## config.mk

```make
export PLATFORM = sky130hd
export DESIGN_NAME = pipe_stage_reg
export DESIGN_NICKNAME = d
export VERILOG_FILES = /design/src/rtl/pipe_stage_reg.sv
export SDC_FILE = /design/constraint.sdc
export NUM_CORES = 1
export LEC_CHECK = 0
export CAP_MARGIN = 10
export CORE_MARGIN = 2
export CORE_UTILIZATION = 35
export CTS_CLUSTER_DIAMETER = 150
export DETAILED_ROUTE_END_ITERATION = 8
export PLACE_DENSITY = 0.71
export RECOVER_POWER = 100
export SYNTH_ARGS = -nofsm -noshare
export SYNTH_HDL_FRONTEND = slang
export SYNTH_SLANG_ARGS = --single-unit
```

## constraint.sdc

```tcl
create_clock -name clk -period 2.1 [get_ports clk]
set_clock_uncertainty 0.1 [all_clocks]
set_input_delay 0.525 -clock clk [delete_from_list [all_inputs] [get_ports clk]]
set_output_delay 0.525 -clock clk [all_outputs]
set_load 0.02 [all_outputs]
```

## src/rtl/pipe_stage_reg.sv

```systemverilog
// Parametrised inter-stage pipeline register with flush/hold/bubble control
// and saturating bubble/flush performance counters.
module pipe_stage_reg #(
  parameter int unsigned DATA_W = 128,
  parameter int unsigned PC_W = 32,
  parameter logic [PC_W-1:0] PC_RST = 32'h00003000,
  parameter int unsigned EXC_W = 5,
  parameter bit BUBBLE_KEEP_PC = 1'b1,
  parameter int unsigned CNT_W = 16
) (
  input  logic              clk,
  input  logic              reset,
  input  logic              flush,
  input  logic              hold,
  input  logic              bubble,
  input  logic              clr_cnt,
  input  logic              in_valid,
  input  logic [PC_W-1:0]   in_pc,
  input  logic [DATA_W-1:0] in_data,
  input  logic              in_bd,
  input  logic [EXC_W-1:0]  in_exc_now,
  input  logic [EXC_W-1:0]  in_exc_pre,
  output logic              out_valid,
  output logic [PC_W-1:0]   out_pc,
  output logic [DATA_W-1:0] out_data,
  output logic              out_bd,
  output logic [EXC_W-1:0]  out_exc,
  output logic [CNT_W-1:0]  bubble_cnt,
  output logic [CNT_W-1:0]  flush_cnt
);

  logic [EXC_W-1:0] exc_merged;
  logic             bubble_fire;
  logic             kill_fire;

  // An invalid slot never raises an exception; the newest cause wins.
  always_comb begin
    exc_merged = '0;
    if (in_valid) begin
      exc_merged = (in_exc_now != '0) ? in_exc_now : in_exc_pre;
    end
  end

  assign bubble_fire = bubble && !flush && !hold;
  assign kill_fire = flush && out_valid;

  always_ff @(posedge clk or negedge reset) begin
    if (!reset) begin
      out_valid <= 1'b0;
      out_pc    <= PC_RST;
      out_data  <= '0;
      out_bd    <= 1'b0;
      out_exc   <= '0;
    end else begin
      priority case (1'b1)
        flush: begin
          out_valid <= 1'b0;
          out_pc    <= PC_RST;
          out_data  <= '0;
          out_bd    <= 1'b0;
          out_exc   <= '0;
        end
        hold: begin
          out_valid <= out_valid;
        end
        bubble: begin
          out_valid <= 1'b0;
          out_data  <= '0;
          out_exc   <= '0;
          out_pc    <= BUBBLE_KEEP_PC ? in_pc : PC_RST;
          out_bd    <= BUBBLE_KEEP_PC ? in_bd : 1'b0;
        end
        default: begin
          out_valid <= in_valid;
          out_pc    <= in_pc;
          out_data  <= in_data;
          out_bd    <= in_bd;
          out_exc   <= exc_merged;
        end
      endcase
    end
  end

  always_ff @(posedge clk or negedge reset) begin
    if (!reset) begin
      bubble_cnt <= '0;
      flush_cnt  <= '0;
    end else if (clr_cnt) begin
      bubble_cnt <= '0;
      flush_cnt  <= '0;
    end else begin
      if (bubble_fire && (bubble_cnt != '1)) begin
        bubble_cnt <= bubble_cnt + 1'b1;
      end
      if (kill_fire && (flush_cnt != '1)) begin
        flush_cnt <= flush_cnt + 1'b1;
      end
    end
  end

endmodule

```

---- Yosys cells after proc, flatten, opt, wreduce, memory -nomap -nowiden ----
Cells that the tools add are included.
Widths: inputs -> output; s select.
cells by class
  $add $sub $neg .......................... 2
  equality and inequality tests ........... 3
  mux-type cells .......................... 19
  reductions and logical operators ........ 10
operators by type and width
  kind                   count
  $mux 128               3
  $mux 16                4
  $mux 32                2
  $add 16x1->16 const B  2
  $ne 16x16->1 const B   2
  $mux 5                 5
  $logic_and 1x1->1      5
  $mux 1                 5
  $reduce_bool 5->1      1
  $reduce_bool 2->1      2
  $logic_not 1->1        2
  $ne 2x2->1 const B     1
storage, ports and cells
  register bits after elaboration ......... 199
  bits of input ports ..................... 178
  output and inout port bits .............. 199
  logic and storage cells ................. 41

---- Logic depth before layout (Yosys ltp) ----
Gate-level depths: netlist of run 1.
  depth in word-level cells ............... 6
  depth in mapped cells ................... 7
  mapped depth without buffers ............ 5

---- Worst setup path before layout of run 1 ----
No wires, ideal clock.
  kind .................................... input port to flip-flop
  start ................................... input port flush
  end ..................................... register bubble_cnt[15]
  setup time .............................. 125 ps
  data arrival time ....................... 1,823 ps
  required time ........................... 1,875 ps
  setup slack ............................. 53 ps
  cell stages on the path ................. 5
  buffers on the path ..................... 1
  path through ............................ clkbuf_1 nor3b_1 nand3_1 nor4_1 mux2_2
between the ends
  word-level cells in the longest chain between the ends .. 5
ends and longest elaborated chain
  element                         line  RTL
  from (decl)                     13    input logic flush,
  $logic_not 1->1                 44    assign bubble_fire = bubble && !flush && !hold;
  $logic_and 1x1->1 (2 in a row)  44
  $logic_and 1x1->1               92    if (bubble_fire && (bubble_cnt != '1)) begin
  $reduce_bool 2->1 (no line)     -
  to (signal assigned)            93    bubble_cnt <= bubble_cnt + 1'b1;
  to (decl)                       28    output logic [CNT_W-1:0] bubble_cnt,
Every way passes these cells.
A chain may end at the register's enable or synchronous reset.

---- Worst setup path after layout of run 1 ----
  start ................................... register out_data[123]
  end ..................................... output port out_data[123]
RTL lines
  element                 line  RTL
  from (decl)             25    output logic [DATA_W-1:0] out_data,
  from (signal assigned)  76    out_data <= in_data;
No word-level cell between the ends.

==> results of run 1 <==
## sequential cells by signal, indices dropped and copies added (netlist names)
register	flops
out_bd	1
out_exc	5
out_data	128
flush_cnt	16
bubble_cnt	16
out_pc	32
out_valid	1
## Yosys cell counts, types with 2 or more instances
cell type and count:
dfrtp_1 197, a22o_1 128, nor2_1 39, clkbuf_1 36
mux2i_1 32, a21oi_1 30, nand2_1 23, o21ai_0 16
o31ai_1 14, or4_1 14, nand4_1 9, nand3_1 8
or3_1 7, nor2b_1 6, nor4_1 5, and3_1 4
buf_1 4, buf_4 3, inv_1 3, mux2_2 3
or3_2 3, a211o_1 2, and4_1 2, buf_2 2
dfstp_2 2, ha_1 2, xor2_1 2
## layout make-up
type | instances | area, um^2 | share of cell area
clock buffers | 19 | 442.9 | 0.03490
repair buffers | 446 | 4194 | 0.3305
multi-input cells | 363 | 2611 | 0.2058
clock inverters | 11 | 95.09 | 0.007494
well taps | 280 | 350.3 | 0.02761
diodes | 1 | 2.502 | 0.0001972
flip-flops and latches | 199 | 4982 | 0.3926
inverters | 3 | 11.26 | 0.0008874
## through the flow
stage	instances	power, mW	util
2_1_floorplan	611	4.520	-
3_3_place_gp	1288	5.377	0.5698
3_5_place_dp	1288	5.393	0.5698
4_1_cts	1319	8.488	0.5933
5_1_grt	1321	8.698	0.5814
6_report	1322	8.356	0.5815
## what timing repair did
item / in CTS / in global routing
resized for setup: 37 / 23
endpoints found under the hold margin: 32 / 0
setup buffers: 0 / 2
hold buffers: 1 / 0
pin swaps: 0 / 1
endpoints found under the setup margin: 47 / 25
## metal layers
layer	track usage	part of all wire	wire length, um
met1	0.2710	0.40	10320
met2	0.3686	0.51	13030
met3	0.06606	0.072	1827
met4	0.04630	0.014	355
met5	0	0	0
## path summary, 6_finish.rpt
kind                                              to  slack [ns]
min                           out_exc[1]$_DFFE_PN0P_        0.39
max in group asynchronous   out_data[48]$_DFFE_PN0P_        0.24
max reg2reg                flush_cnt[15]$_DFFE_PN0P_        0.12
min in group asynchronous      out_pc[0]$_DFFE_PN0P_        0.78
max                                    out_data[123]        0.04
min reg2reg                   out_exc[1]$_DFFE_PN0P_        0.39
## kinds of logic (layout without fill, tap and decap cells)
group	Yosys count	after routing	synth area share
DFF	199	199	0.6395
AOI/OAI and AO/OA	195	195	0.1958
buffers and inverters	49	479	0.02602
xor gates and xnor gates	2	2	0.002249
and+or+nand+nor	129	129	0.08784
other	0	1	0
adders and majority gates	2	2	0.003211
muxes	35	35	0.04545
## report_power, final
| group | switching, mW | internal (mW) |
|---|---|---|
| sequential | 0.0775 | 3.96 |
| clock | 1.51 | 1.57 |
| combinational | 0.569 | 0.662 |
| total | 2.16 | 6.20 |
==> out/results.ini, run 1 <==
[status]
run_status = finished, final reports clean

[yosys]
synthArstFlopShare = 1.000
avgSynthCellArea_um2 = 12.75
yosysWarnings = 0
synth_nets = 791
synthesis.area_um2 = 7791
yosys.area.top_type_share = 0.6327
ys_seq_area_frac = 0.6395
synth_cell_types = 42
synth_edf_count = 0
synth_area_leader_cell = dfrtp_1
ys_seq_elements = 199
synth_flop_cell = dfrtp_1
synth_area_leaders = dfrtp_1 63%, a22o_1 14%, mux2i_1 4.1%
synth_cells = 611

[worst_hold_path]
hold_depth = 2
hold_class = flop to flop
worstHoldStart = out_exc[1]$_DFFE_PN0P_

[routing]
wire_per_inst_um = 19.32
dr.pass1.iters = 5
drtAntennaViolNets = 0
vias_per_cell = 5.160
drt_wl_total_mm = 25.54
drc_errors = 0
first_iter_violations = 311
vias = 6822

[floorplanning]
core-area_um2 = 21820
ios = 377
die_y_um = 153.2
rows = 54
die-area_um2 = 23470
die_x_um = 153.2
start_util = 0.3570

[clocking]
cts_tree = built
cts_root_buf = clkbuf_16
clock_latency_ns = 0.42
clockBufferDepth = 2
numClockSinks = 199
cts_inserted_buffers = 17
htree_num_levels = 4
clk_pin_slew_worst_paths_ns = 0.07

[sta]
rsz0062_at_grt = false
hold_ws_ns = 0.3864
slew_violations = 0
slew-limit-headroom = 0.2120
hold_violations = 0
fin_tns_setup_ns = 0
max_clock_freq_mhz = 486.4
postLayoutSetupSlackWorst_ns = 0.04423
finalCritPeriodShare = 0.9789
setup_viol = 0
fin_crit_ns = 2.056
tightest_slew_ns = 1.182

[pwr]
ir_drop_mv = 0.4213
power.density_nw_per_um2 = 658.5
leakagePower_nw = 5.713

[placement]
dp_hpwl_mm = 18.99
place_area_um2 = 12430
portBuffers = 376
place_congestion = 0.8183
place_ws_ns = -0.3471

[finish]
layout-area-overhead-vs-synth_pct = 62.87
layout_common_cells = 316 x clkdlybuf4s50_1, 197 x dfrtp_1, 128 x a22o_1, 39 x nor2_1, 38 x clkbuf_1
nFillCells = 1915
nets = 1210
mostFrequentLayoutCell = clkdlybuf4s50_1
stdcell_area_um2 = 12690
drive_above_1_share = 0.09702

[grt]
track_usage = 0.2158
antenna_found_initial = 1
grt.overflow.total = 0
grt_pass1_wl_mm = 39.94
grt_pass1_vias = 6982
grt_start_max_net_pins = 61

[setup_path]
reg2reg_depth = 5
cp_num_cells = 1
cp.required_ns = 1.47
start_kind = flop
crit_slowest_cell = clkdlybuf4s50_1
r2r_start = flush_cnt[9]$_DFFE_PN0P_
worstPathCellList = clkdlybuf4s50_1
cp.arrival_ns = 1.43
cp-end-kind = output port
cp_max_fo = 2
crit_family = buffers and inverters
slowest_delay_ns = 0.66
cp_num_buf_inv = 1
path_class = flop to output port
crit_start = out_data[123]$_DFFE_PN0P_

[job]
cap_violations = 0

Power figures use the tool's default switching activity.
==> run 2, diff against run 1 <==
--- a/config.mk
+++ b/config.mk
@@ -6,11 +6,11 @@
 export NUM_CORES = 1
 export LEC_CHECK = 0
 export CAP_MARGIN = 10
-export CORE_MARGIN = 2
-export CORE_UTILIZATION = 35
+export CORE_AREA = 2 2 145 147
 export CTS_CLUSTER_DIAMETER = 150
 export DETAILED_ROUTE_END_ITERATION = 8
-export PLACE_DENSITY = 0.71
+export DIE_AREA = 0 0 147 149
+export PLACE_DENSITY = 0.76
 export RECOVER_POWER = 100
 export SYNTH_ARGS = -nofsm -noshare
 export SYNTH_HDL_FRONTEND = slang
==> out/results.ini, run 2 (same netlist as run 1, synthesis figures left out) <==
[status]
run_status = finished, final reports clean  ; unchanged

[finish]
nets = 1208  ; was 1210
stdcell_count = 1315  ; was 1322
layout-area-overhead-vs-synth_pct = 62.49  ; was 62.87%
layout_common_cells = 321 x clkdlybuf4s50_1, 197 x dfrtp_1, 128 x a22o_1, 40 x clkbuf_1, 39 x nor2_1  ; was 316 x clkdlybuf4s50_1, 197 x dfrtp_1, 128 x a22o_1, 39 x nor2_1, 38 x clkbuf_1
mostFrequentLayoutCell = clkdlybuf4s50_1  ; unchanged
largest_registers = out_data x128, out_pc x32  ; unchanged
largest_reg_flops = 128  ; unchanged
top_register = out_data  ; unchanged
antenna_cells = 0  ; was 1
drive_above_1_share = 0.08750  ; was 0.09702
nFillCells = 1682  ; was 1915

[pwr]
ir_drop_mv = 0.4691  ; was 0.4213 mV
power.density_nw_per_um2 = 678.0  ; was 658.5 nW/um^2
power.total_mw = 8.584  ; was 8.356 mW
leakagePower_nw = 5.703  ; was 5.713 nW

[routing]
drtAntennaViolNets = 0  ; unchanged
vias = 6742  ; was 6822
first_iter_violations = 293  ; was 311
dr.pass1.iters = 4  ; was 5
vias_per_cell = 5.127  ; was 5.160
wire_per_inst_um = 18.75  ; was 19.32 um
drt_wl_total_mm = 24.65  ; was 25.54 mm
drc_errors = 0  ; unchanged

[setup_path]
cp.arrival_ns = 1.43  ; about the same
cp_max_fo = 2  ; unchanged
slowest_delay_ns = 0.65  ; was 0.66 ns
cp_num_buf_inv = 1  ; unchanged
crit_family = buffers and inverters  ; unchanged
reg2reg_slack_ns = 0.07  ; was 0.12 ns
reg2reg_depth = 6  ; was 5
worstPathCellList = clkdlybuf4s50_1  ; unchanged
path_class = flop to output port  ; unchanged
start_kind = flop  ; unchanged
cp.required_ns = 1.47  ; about the same
regToRegEndpoint = flush_cnt[7]$_DFFE_PN0P_  ; was flush_cnt[15]$_DFFE_PN0P_
cp-end-kind = output port  ; unchanged
r2r_start = flush_cnt[0]$_DFFE_PN0P_  ; was flush_cnt[9]$_DFFE_PN0P_
crit_slowest_cell = clkdlybuf4s50_1  ; unchanged

[floorplanning]
die_x_um = 147  ; was 153.2 um
ios = 377  ; unchanged
core-area_um2 = 20560  ; was 21820 um^2
rows = 53  ; was 54
die-area_um2 = 21900  ; was 23470 um^2
die_y_um = 149  ; was 153.2 um
start_util = 0.3790  ; was 0.3570

[clocking]
htree_num_levels = 4  ; unchanged
cts_inserted_buffers = 17  ; unchanged
numClockSinks = 199  ; unchanged
cts_tree = built  ; unchanged
clk_pin_slew_worst_paths_ns = 0.08  ; was 0.07 ns
cts_root_buf = clkbuf_16  ; unchanged
clock_latency_ns = 0.42  ; about the same
clockBufferDepth = 2  ; unchanged

[sta]
max_clock_freq_mhz = 485.9  ; was 486.4 MHz
rsz0062_at_grt = false  ; unchanged
tightest_slew_ns = 0.8161  ; was 1.182 ns
finalCritPeriodShare = 0.9800  ; was 0.9789
fin_crit_ns = 2.058  ; was 2.056 ns
hold_ws_ns = 0.3870  ; was 0.3864 ns
slew-limit-headroom = 0.4559  ; was 0.2120
setup_viol = 0  ; unchanged
hold_violations = 0  ; unchanged
slew_violations = 0  ; unchanged

[placement]
placedCellCount = 1281  ; was 1288
place_congestion = 0.8137  ; was 0.8183
portBuffers = 376  ; unchanged
dp_hpwl_mm = 18.30  ; was 18.99 mm

[worst_hold_path]
hold_depth = 2  ; unchanged
worstHoldStart = out_exc[0]$_DFFE_PN0P_  ; was out_exc[1]$_DFFE_PN0P_
hold_class = flop to flop  ; unchanged
hold_path_end = out_exc[0]$_DFFE_PN0P_  ; was out_exc[1]$_DFFE_PN0P_

[grt]
grt_pass1_vias = 6733  ; was 6982
antenna_found_initial = 0  ; was 1
track_usage = 0.2199  ; was 0.2158
grt_pass1_wl_mm = 37.72  ; was 39.94 mm
grt.overflow.total = 0  ; unchanged
grt_start_max_net_pins = 50  ; was 61

[job]
cap_violations = 0  ; unchanged

run 2: worst max-delay path by stage:
stage | startpoint | endpoint | depth (start not counted)
floorplan | flush | bubble_cnt[15]$_DFFE_PN0P_ | 5
global placement | flush | bubble_cnt[15]$_DFFE_PN0P_ | 5
detailed placement | flush | bubble_cnt[15]$_DFFE_PN0P_ | 5
CTS | bubble_cnt[7]$_DFFE_PN0P_ | bubble_cnt[7] | 1
global route | out_data[45]$_DFFE_PN0P_ | out_data[45] | 1
finish | out_data[25]$_DFFE_PN0P_ | out_data[25] | 1
run 2: layer usage:
metal  track usage  wire, um
met2        0.3739     12530
met3       0.05229      1493
met1        0.2784     10180
met5             0         0
met4       0.07356       444
run 2: what timing repair did:
| action | 4_1_cts | 5_1_grt |
|---|---|---|
| resized for setup | 38 | 17 |
| setup endpoints to repair | 46 | 20 |
| pin swaps | 0 | 1 |
| buffers inserted | 0 | 2 |
| hold endpoints to repair | 39 | 0 |
| hold buffers | 1 | 0 |
run 2: report_power, final:
| part | switching [mW] | internal [mW] |
|---|---|---|
| sequential | 0.0791 | 3.96 |
| clock | 1.60 | 1.73 |
| combinational | 0.553 | 0.650 |
run 2: metrics by stage:
step | setup slack (ns) | area (um^2) | utilization | setup TNS [ns]
2_1_floorplan | 0.05256 | 7791 | - | 0
3_3_place_gp | -0.2927 | 12390 | 0.6026 | -14.46
5_1_grt | 0.0003205 | 12660 | 0.6158 | 0
3_5_place_dp | -0.3446 | 12390 | 0.6026 | -15.24
6_report | 0.04192 | 12660 | 0.6158 | 0
4_1_cts | 0.003954 | 12960 | 0.6303 | 0
run 2: final cells by class:
class                   count  area, um^2  share of cell area
well taps                 275       344.1             0.02718
inverters                   3       11.26           0.0008895
repair buffers            444        4105              0.3243
flip-flops and latches    199        4982              0.3936
clock inverters            13       155.1             0.01226
clock buffers              18       439.2             0.03469
multi-input cells         363        2623              0.2072
==> run 3, diff against run 2 <==
==> constraint.sdc (replaced) <==
create_clock -name clk -period 2.6 [get_ports clk]
set_clock_uncertainty 0.1 [all_clocks]
set_input_delay 0.65 -clock clk [delete_from_list [all_inputs] [get_ports clk]]
set_output_delay 0.65 -clock clk [all_outputs]
set_load 0.02 [all_outputs]
==> out/results.ini, run 3 (same netlist as run 1, synthesis figures left out) <==
[status]
run_status = finished, final reports clean  ; unchanged

[routing]
wire_per_inst_um = 18.93  ; was 18.75 um
wl_met1_mm = 9.572  ; was 10.18 mm
dr.pass1.iters = 6  ; was 4
first_iter_violations = 329  ; was 293
vias_per_cell = 5.210  ; was 5.127
vias = 6637  ; was 6742
drt_wl_total_mm = 24.11  ; was 24.65 mm
drc_errors = 0  ; unchanged
top_layer_used = met4  ; unchanged
wl_met2_mm = 12.59  ; was 12.53 mm
drtAntennaViolNets = 0  ; unchanged
met3_wirelength_mm = 1.553  ; was 1.493 mm

[setup_path]
cp.arrival_ns = 2.67  ; was 1.43 ns
crit_start = flush  ; was out_data[25]$_DFFE_PN0P_
path_class = input pin to flop  ; was flop to output port
cpMostUsedCell = buf_4
cp-end-kind = flop  ; was output port
crit_family = buffers and inverters  ; unchanged
r2r_start = bubble_cnt[0]$_DFFE_PN0P_  ; was flush_cnt[0]$_DFFE_PN0P_
crit_slowest_cell = buf_4  ; was clkdlybuf4s50_1
cp_max_fo = 89  ; was 2
worstPathCellList = dlygate4sd3_1 -> buf_4 -> nor2b_4 -> buf_4 -> a22o_1  ; was clkdlybuf4s50_1
start_kind = input pin  ; was flop
slowest_delay_ns = 0.72  ; was 0.65 ns
cp.required_ns = 2.86  ; was 1.47 ns
cp_num_buf_inv = 3  ; was 1

[worst_hold_path]
hold_class = input pin to async pin  ; was flop to flop

[sta]
finalCritPeriodShare = 0.9266
fin_tns_setup_ns = 0  ; unchanged
setup_viol = 0  ; unchanged
rsz0062_at_grt = false  ; unchanged
slew-limit-headroom = 0.3479  ; was 0.4559
slew_violations = 0  ; unchanged
hold_violations = 0  ; unchanged
max_clock_freq_mhz = 415.1
tightest_slew_ns = 0.9781  ; was 0.8161 ns
fin_crit_ns = 2.409

[finish]
largest_registers = out_data x128, out_pc x32  ; unchanged
mostFrequentLayoutCell = dlygate4sd3_1  ; was clkdlybuf4s50_1
final_util = 0.6089  ; was 0.6158
largest_reg_flops = 128  ; unchanged
nets = 1166  ; was 1208
drive_above_1_share = 0.06807  ; was 0.08750
top_register = out_data  ; unchanged
antenna_cells = 0  ; unchanged
layout_common_cells = 200 x dlygate4sd3_1, 197 x dfrtp_1, 174 x clkdlybuf4s50_1, 128 x a22o_1, 39 x nor2_1  ; was 321 x clkdlybuf4s50_1, 197 x dfrtp_1, 128 x a22o_1, 40 x clkbuf_1, 39 x nor2_1
nFillCells = 1694  ; was 1682
final-seq-area_um2 = 4982  ; unchanged
layout-area-overhead-vs-synth_pct = 60.67  ; was 62.49%
stdcell_count = 1274  ; was 1315
multiInputGateArea_um2 = 2631  ; was 2623 um^2

[placement]
placedCellCount = 1242  ; was 1281
portBuffers = 376  ; unchanged
dp_hpwl_mm = 17.75  ; was 18.30 mm
place_congestion = 0.8369  ; was 0.8137

[grt]
track_usage = 0.2172  ; was 0.2199
grt_pass1_vias = 6624  ; was 6733
grt_pass1_wl_mm = 36.97  ; was 37.72 mm
grt.overflow.total = 0  ; unchanged
antenna_found_initial = 0  ; unchanged
grt_start_max_net_pins = 90  ; was 50

[floorplanning]
ios = 377  ; unchanged
rows = 53  ; unchanged
die_y_um = 149  ; unchanged
core-area_um2 = 20560  ; unchanged
die-area_um2 = 21900  ; unchanged
die_x_um = 147  ; unchanged
start_util = 0.3790  ; unchanged

[pwr]
leakagePower_nw = 6.010  ; was 5.703 nW
ir_drop_mv = 0.3608  ; was 0.4691 mV
power.total_mw = 6.756  ; was 8.584 mW
power.density_nw_per_um2 = 539.7  ; was 678.0 nW/um^2

[clocking]
clk_pin_slew_worst_paths_ns = 0.08  ; about the same
cts_root_buf = clkbuf_16  ; unchanged
cts_tree = built  ; unchanged
htree_num_levels = 4  ; unchanged
numClockSinks = 199  ; unchanged
clock_latency_ns = 0.42  ; about the same
cts_setup_buffers = 0  ; unchanged
cts_inserted_buffers = 17  ; unchanged
clockBufferDepth = 2  ; unchanged
cts_hold_buf = 0  ; was 1

[job]
cap_violations = 0  ; unchanged

[run 3: final timing paths]
check	to	slack, ns	cells past startpoint
worst min register to register	out_exc[4]$_DFFE_PN0P_	0.39	2
max in group asynchronous	out_data[59]$_DFFE_PN0P_	0.90	2
worst max-delay path	out_data[17]$_DFFE_PN0P_	0.19	5
worst min-delay path	out_pc[0]$_DFFE_PN0P_	0.13	1
worst max register to register	bubble_cnt[6]$_DFFE_PN0P_	0.36	6
min in group clk	out_exc[4]$_DFFE_PN0P_	0.39	2
[run 3: power breakdown]
| group | total (mW) | internal (mW) | switching [mW] |
|---|---|---|---|
| Combinational | 0.917 | 0.478 | 0.439 |
| Clock | 2.58 | 1.29 | 1.29 |
| Sequential | 3.26 | 3.20 | 0.0604 |
[run 3: routing by layer]
layer  up-vias  global-route usage
met2       242              0.3725
met5         -                   0
met1      3320              0.2715
met4         0             0.05865
li1       3054                   -
met3        21             0.06177
[run 3: repair_timing]
action                                  4_1_cts  5_1_grt
endpoints found under the setup margin        0        5
hold endpoints to repair                      0        0
gates resized for setup                       0        1
[run 3: per-stage QoR]
| step | cell area, um^2 | worst slack [ns] | hold WS (ns) |
|---|---|---|---|
| floorplan | 7791 | 0.4276 | 0.2544 |
| global placement | 12020 | 0.08408 | 0.3864 |
| detailed placement | 12020 | 0.07289 | 0.3842 |
| CTS | 12600 | 0.1033 | 0.1556 |
| global route | 12520 | 0.1288 | 0.1656 |
| finish | 12520 | 0.1908 | 0.1323 |
[run 3: cell type report]
class / count / share of cell area
clock buffer: 18 / 0.03428
timing repair buffer: 402 / 0.3169
inverter: 3 / 0.0008995
sequential: 199 / 0.3980
clock inverter: 14 / 0.01219
multi-input combinational: 363 / 0.2102
tap: 275 / 0.02749
